==> config.mk <==
export PLATFORM = sky130hd
export DESIGN_NAME = uart_tx_cfg
export DESIGN_NICKNAME = d
export VERILOG_FILES = /design/src/rtl/uart_pkg.sv /design/src/rtl/uart_baud_tick.sv /design/src/rtl/uart_tx_cfg.sv
export SDC_FILE = /design/constraint.sdc
export NUM_CORES = 1
export LEC_CHECK = 0
export BUFFER_PORTS_ARGS = -buffer_cell sky130_fd_sc_hd__buf_2
export CORE_MARGIN = 2
export CORE_UTILIZATION = 60
export CTS_CLUSTER_DIAMETER = 80
export DETAILED_ROUTE_END_ITERATION = 8
export PLACE_DENSITY = 0.8
export SLEW_MARGIN = 5
export SYNTH_ARGS = -nofsm -noshare
export SYNTH_HDL_FRONTEND = slang
export SYNTH_HIERARCHICAL = 1
export SYNTH_SLANG_ARGS = --single-unit
==> constraint.sdc <==
create_clock -name i_Clock -period 5.5 [get_ports i_Clock]
set_input_delay 0.275 -clock i_Clock [delete_from_list [all_inputs] [get_ports i_Clock]]
set_output_delay 0.275 -clock i_Clock [all_outputs]
set_load 0.01 [all_outputs]
==> src/rtl/uart_pkg.sv <==
// Shared types and default parameters for the configurable UART transmitter.
// UART_TX_PARITY_EN adds the PARITY state to the FSM encoding.
package uart_pkg;

  localparam int unsigned NB_DEFAULT           = 8;
  localparam int unsigned CLKS_PER_BIT_DEFAULT = 87;
  localparam int unsigned STOP_BITS_DEFAULT    = 1;
  localparam int unsigned PARITY_ODD_DEFAULT   = 0;

`ifdef UART_TX_PARITY_EN
  typedef enum logic [2:0] {IDLE, START, DATA, PARITY, STOP} tx_state_e;
`else
  typedef enum logic [2:0] {IDLE, START, DATA, STOP} tx_state_e;
`endif

endpackage

==> src/rtl/uart_baud_tick.sv <==
// Bit timer: down-counter that flags the last cycle of each bit and restarts on start.
import uart_pkg::*;

module uart_baud_tick #(
  parameter int unsigned CLKS_PER_BIT = CLKS_PER_BIT_DEFAULT
) (
  input  logic clk,
  input  logic rst,
  input  logic start,
  output logic tick_c
);

  localparam int unsigned CW = (CLKS_PER_BIT > 1) ? $clog2(CLKS_PER_BIT) : 1;

  logic [CW-1:0] cnt;

  // Reload on restart or at bit end so consecutive bits run without a stall cycle.
  always_ff @(posedge clk) begin
    if (rst)
      cnt <= '0;
    else if (start || (cnt == '0))
      cnt <= CW'(CLKS_PER_BIT - 1);
    else
      cnt <= cnt - CW'(1);
  end

  assign tick_c = (cnt == '0);

endmodule

==> src/rtl/uart_tx_cfg.sv <==
// Configurable UART transmitter: NB data bits LSB first, STOP_BITS stop bits.
// Define UART_TX_PARITY_EN to insert a parity bit (PARITY_ODD selects odd parity).
import uart_pkg::*;

module uart_tx_cfg #(
  parameter int unsigned NB           = NB_DEFAULT,
  parameter int unsigned CLKS_PER_BIT = CLKS_PER_BIT_DEFAULT,
  parameter int unsigned STOP_BITS    = STOP_BITS_DEFAULT,
  parameter int unsigned PARITY_ODD   = PARITY_ODD_DEFAULT
) (
  input  logic          i_Clock,
  input  logic          i_Reset,
  input  logic          i_Tx_DV,
  input  logic [NB-1:0] i_Tx_Byte,
  output logic          o_Tx_Ready,
  output logic          o_Tx_Active,
  output logic          o_Tx_Serial,
  output logic          o_Tx_Reload,
  output logic          o_Tx_Done
);

  localparam int unsigned IW = $clog2(NB);

  tx_state_e     state_q, state_d;
  logic [NB-1:0] data_q, data_d;
  logic [IW-1:0] idx_q, idx_d, idx_inc;
  logic          stop_q, stop_d;
  logic          serial_d, ready_d, active_d, reload_d, done_d;
  logic          start_c, tick_c;

  uart_baud_tick #(.CLKS_PER_BIT(CLKS_PER_BIT)) u_baud (
    .clk    (i_Clock),
    .rst    (i_Reset),
    .start  (start_c),
    .tick_c (tick_c)
  );

  // Next-state and next-output logic; every output is computed one cycle ahead.
  always_comb begin
    state_d  = state_q;
    data_d   = data_q;
    idx_d    = idx_q;
    stop_d   = stop_q;
    serial_d = o_Tx_Serial;
    ready_d  = 1'b0;
    active_d = 1'b1;
    reload_d = 1'b0;
    done_d   = 1'b0;
    start_c  = 1'b0;
    idx_inc  = idx_q + IW'(1);
    case (state_q)
      IDLE: begin
        ready_d  = 1'b1;
        active_d = 1'b0;
        serial_d = 1'b1;
        if (i_Tx_DV) begin
          state_d  = START;
          data_d   = i_Tx_Byte;
          idx_d    = '0;
          serial_d = 1'b0;
          ready_d  = 1'b0;
          active_d = 1'b1;
          start_c  = 1'b1;
        end
      end
      START: begin
        if (tick_c) begin
          state_d  = DATA;
          idx_d    = '0;
          serial_d = data_q[0];
        end
      end
      DATA: begin
        if (tick_c) begin
          if (idx_q == IW'(NB - 1)) begin
`ifdef UART_TX_PARITY_EN
            state_d  = PARITY;
            serial_d = (^data_q) ^ 1'(PARITY_ODD);
`else
            state_d  = STOP;
            serial_d = 1'b1;
            stop_d   = 1'b0;
`endif
          end else begin
            idx_d    = idx_inc;
            serial_d = data_q[idx_inc];
            reload_d = (idx_inc == IW'(NB - 1));
          end
        end
      end
`ifdef UART_TX_PARITY_EN
      PARITY: begin
        if (tick_c) begin
          state_d  = STOP;
          serial_d = 1'b1;
          stop_d   = 1'b0;
        end
      end
`endif
      STOP: begin
        serial_d = 1'b1;
        if (tick_c) begin
          if (stop_q == 1'(STOP_BITS - 1)) begin
            state_d  = IDLE;
            done_d   = 1'b1;
            ready_d  = 1'b1;
            active_d = 1'b0;
          end else begin
            stop_d = 1'b1;
          end
        end
      end
      default: begin
        state_d  = IDLE;
        serial_d = 1'b1;
        ready_d  = 1'b1;
        active_d = 1'b0;
      end
    endcase
  end

  always_ff @(posedge i_Clock) begin
    if (i_Reset) begin
      state_q     <= IDLE;
      data_q      <= '0;
      idx_q       <= '0;
      stop_q      <= 1'b0;
      o_Tx_Serial <= 1'b1;
      o_Tx_Ready  <= 1'b1;
      o_Tx_Active <= 1'b0;
      o_Tx_Reload <= 1'b0;
      o_Tx_Done   <= 1'b0;
    end else begin
      state_q     <= state_d;
      data_q      <= data_d;
      idx_q       <= idx_d;
      stop_q      <= stop_d;
      o_Tx_Serial <= serial_d;
      o_Tx_Ready  <= ready_d;
      o_Tx_Active <= active_d;
      o_Tx_Reload <= reload_d;
      o_Tx_Done   <= done_d;
    end
  end

endmodule

==> results.sh <==
export IMPL_status="complete, no violations"
export IMPL_startpoint_type="flip-flop"
export IMPL_n_antenna_cell=0
export IMPL_cts_tree="built"
export IMPL_grt_pass1_wl_um=4140
export IMPL_first_pass_iters=4
export IMPL_cp_end_kind="flip-flop"
export IMPL_finalPower_w=0.000684
export IMPL_slew_violations=0
export IMPL_syn_nets=158
export IMPL_holdWs_ns=0.174
export IMPL_gr_total_overflow=0
export IMPL_synth_area_per_cell_um2=9.27
export IMPL_syn_area_um2=1270
export IMPL_path_max_fanout=5
export IMPL_fp_dieArea_um2=2500
export IMPL_crit_type="flip-flop to flip-flop"
export IMPL_clock_sinks=25
export IMPL_wl_met1_um=1060
export IMPL_area_growth_syn_to_layout_pct=9.16
export IMPL_synth_top_area_share_pct=39.4
export IMPL_maxCapViolations=0
export IMPL_post_route_cells_drive_above_1_share_pct=22.9
export IMPL_place_gp_congestion=0.761
export IMPL_yosys_area_top_type="dfxtp_1"
export IMPL_h_tree_depth=1
export IMPL_final_cell_mix="dfxtp_1, nand2_1, a21oi_1"
export IMPL_avgViaCountPerCell=5.47
export IMPL_synth_warnings=6
export IMPL_synth_distinct_cells=44
export IMPL_ys_seq_elements=25
export IMPL_num_io_pins=16
export IMPL_rsz0062_at_grt="false"
export IMPL_fillers=153
export IMPL_netlist_top_cells_area="dfxtp_1, ha_1, a21oi_1, nand2_1, inv_1"
export IMPL_portBuffers=15
export IMPL_synth_seq_area_share_pct=39.4
export IMPL_setup_viol=0
export IMPL_post_route_cell_area_um2=1390
export IMPL_async_reset_ff_share_pct=0
export IMPL_dieWidth_um=50.0
export IMPL_grt_max_degree=28
export IMPL_totalNegativeSetupSlack_ns=0
export IMPL_nNetsFinal=175
export IMPL_routed_top_layer="met4"
export IMPL_post_cts_setup_buffers=0
export IMPL_cts_root_buf="clkbuf_4"
export IMPL_crit_chain="or4_2 > nor2_1 > a21boi_0 > o211a_1 > mux2i_1 > nor2_1"
export IMPL_num_vias=985
export IMPL_leakagePower_nw=0.557
export IMPL_ys_dominant_reg_cell="dfxtp_1"
export IMPL_ant_nets=0
export IMPL_period_share_pct=39.3
export IMPL_hold_viol_final=0
export IMPL_drc=0
export IMPL_coreArea_um2=1980
export IMPL_wl_met3_um=51
export IMPL_grt_pass1_vias=996
export IMPL_wl_met2_um=1190
export IMPL_final_common_cell="dfxtp_1"
export IMPL_wl_um=2330
export IMPL_worst_pin_slew_ns=0.503
export IMPL_clk_path_buf_depth=2
export IMPL_seq_area_um2=500
export IMPL_relSlewSlack_pct=66.2
export IMPL_synth_edff_count=0
export IMPL_cp_common_cell="nor2_1"
export IMPL_max_stage_delay_ns=0.70
export IMPL_finClkSkew_ns=0.00531
export IMPL_start_util_pct=64.1
export IMPL_routedWlPerCell_um=12.9
export IMPL_drt_iter0_drc=12
export IMPL_hold_class="primary input to flip-flop"
export IMPL_worstSkewPairLatency_ns=0.32
export IMPL_ir_drop_mv=0.403
export IMPL_track_usage_pct=21.6
export IMPL_clk_pin_slew_ns=0.13
export IMPL_synthesis_instances=137
export IMPL_num_rows=16
export IMPL_worstPathRequired_ns=5.70
export IMPL_cts_inserted_buffers=3
export IMPL_post_dp_cell_area_um2=1360
export IMPL_multi_input_area_um2=713
export IMPL_crit_slowest_cell="or4_2"
export IMPL_p_per_area_nw_per_um2=493
export IMPL_hpwl_um=1730
export IMPL_finalCriticalPeriod_ns=2.16
export IMPL_antenna_found_initial=0
export IMPL_arrival_ns=2.37
export IMPL_fmax_ghz=0.462
export IMPL_fp_dieH_um=50.0
export IMPL_ctsHoldBuffers=0
export IMPL_cts_resized=0
per-stage QoR:
step | setup WS (ns) | utilization (%) | instances
2_1_floorplan | 3.51 | - | 137
3_3_place_gp | 3.41 | 68.6 | 176
3_5_place_dp | 3.37 | 68.6 | 176
4_1_cts | 3.35 | 69.9 | 180
5_1_grt | 3.17 | 69.9 | 180
6_report | 3.34 | 69.9 | 180
worst max-delay path: cells and delay by family (launching register included):
family	cells	cell delay [ns]
muxes	1	0.19
and+or+nand+nor	3	1.04
AOI/OAI and AO/OA	2	0.45
DFF	1	0.36
layer usage:
metal | vias up | track usage (%)
met5 | - | 0
li1 | 519 | -
met3 | 4 | 3.64
met2 | 12 | 39.9
met1 | 450 | 24.3
met4 | 0 | 8.33
layout make-up:
cell class	count	area share [%]
timing repair buffer	15	5.42
inverter	10	2.71
multi-input combinational	99	51.4
sequential	25	36.1
clock buffer	4	1.90
tap	27	2.44
power breakdown:
part	leakage [nW]	internal [W]	switching (W)
sequential	0.206	0.000229	0.0000401
clock	0.0150	0.0000284	0.0000531
combinational	0.336	0.000146	0.000187
total	0.557	0.000404	0.000280
synthesized netlist by cell type, types with 3 or more instances:
library cell  count
dfxtp_1          25
nand2_1          18
a21oi_1          17
ha_1             10
inv_1             9
nor2_1            4
nand2b_1          3
nand3_1           3
nor3_1            3
registers in the layout, indices dropped and copies added, names as in the netlist:
signal       flops
o_Tx_Done        1
o_Tx_Reload      1
state_q          2
o_Tx_Active      1
idx_q            3
data_q           8
o_Tx_Ready       1
o_Tx_Serial      1
u_baud/cnt       7
path summary, 6_finish.rpt:
path | from | to | slack [ns] | cells past startpoint
setup reg to reg | u_baud/cnt[4]$_SDFF_PP0_ | idx_q[2]$_SDFFE_PP0P_ | 3.34 | 6
hold / removal | i_Tx_Byte[4] | data_q[4]$_SDFFE_PP0P_ | 0.17 | 3
setup / recovery | u_baud/cnt[4]$_SDFF_PP0_ | idx_q[2]$_SDFFE_PP0P_ | 3.34 | 6
hold reg to reg | u_baud/cnt[0]$_SDFF_PP0_ | u_baud/cnt[0]$_SDFF_PP0_ | 0.47 | 1
logic make-up (layout without fill, tap and decap cells):
family                   Yosys count  in the layout  share of synthesized area, %
flip-flops                        25             25                          39.4
adder cells (fa/ha/maj)           10             10                          9.85
buffers and inverters             13             29                          4.43
AO/OA/AOI/OAI                     34             34                          18.8
multiplexers                       4              4                          4.24
XOR/XNOR                           3              3                          2.07
AND/OR/NAND/NOR                   48             48                          21.2
Power figures use the tool's default switching activity.
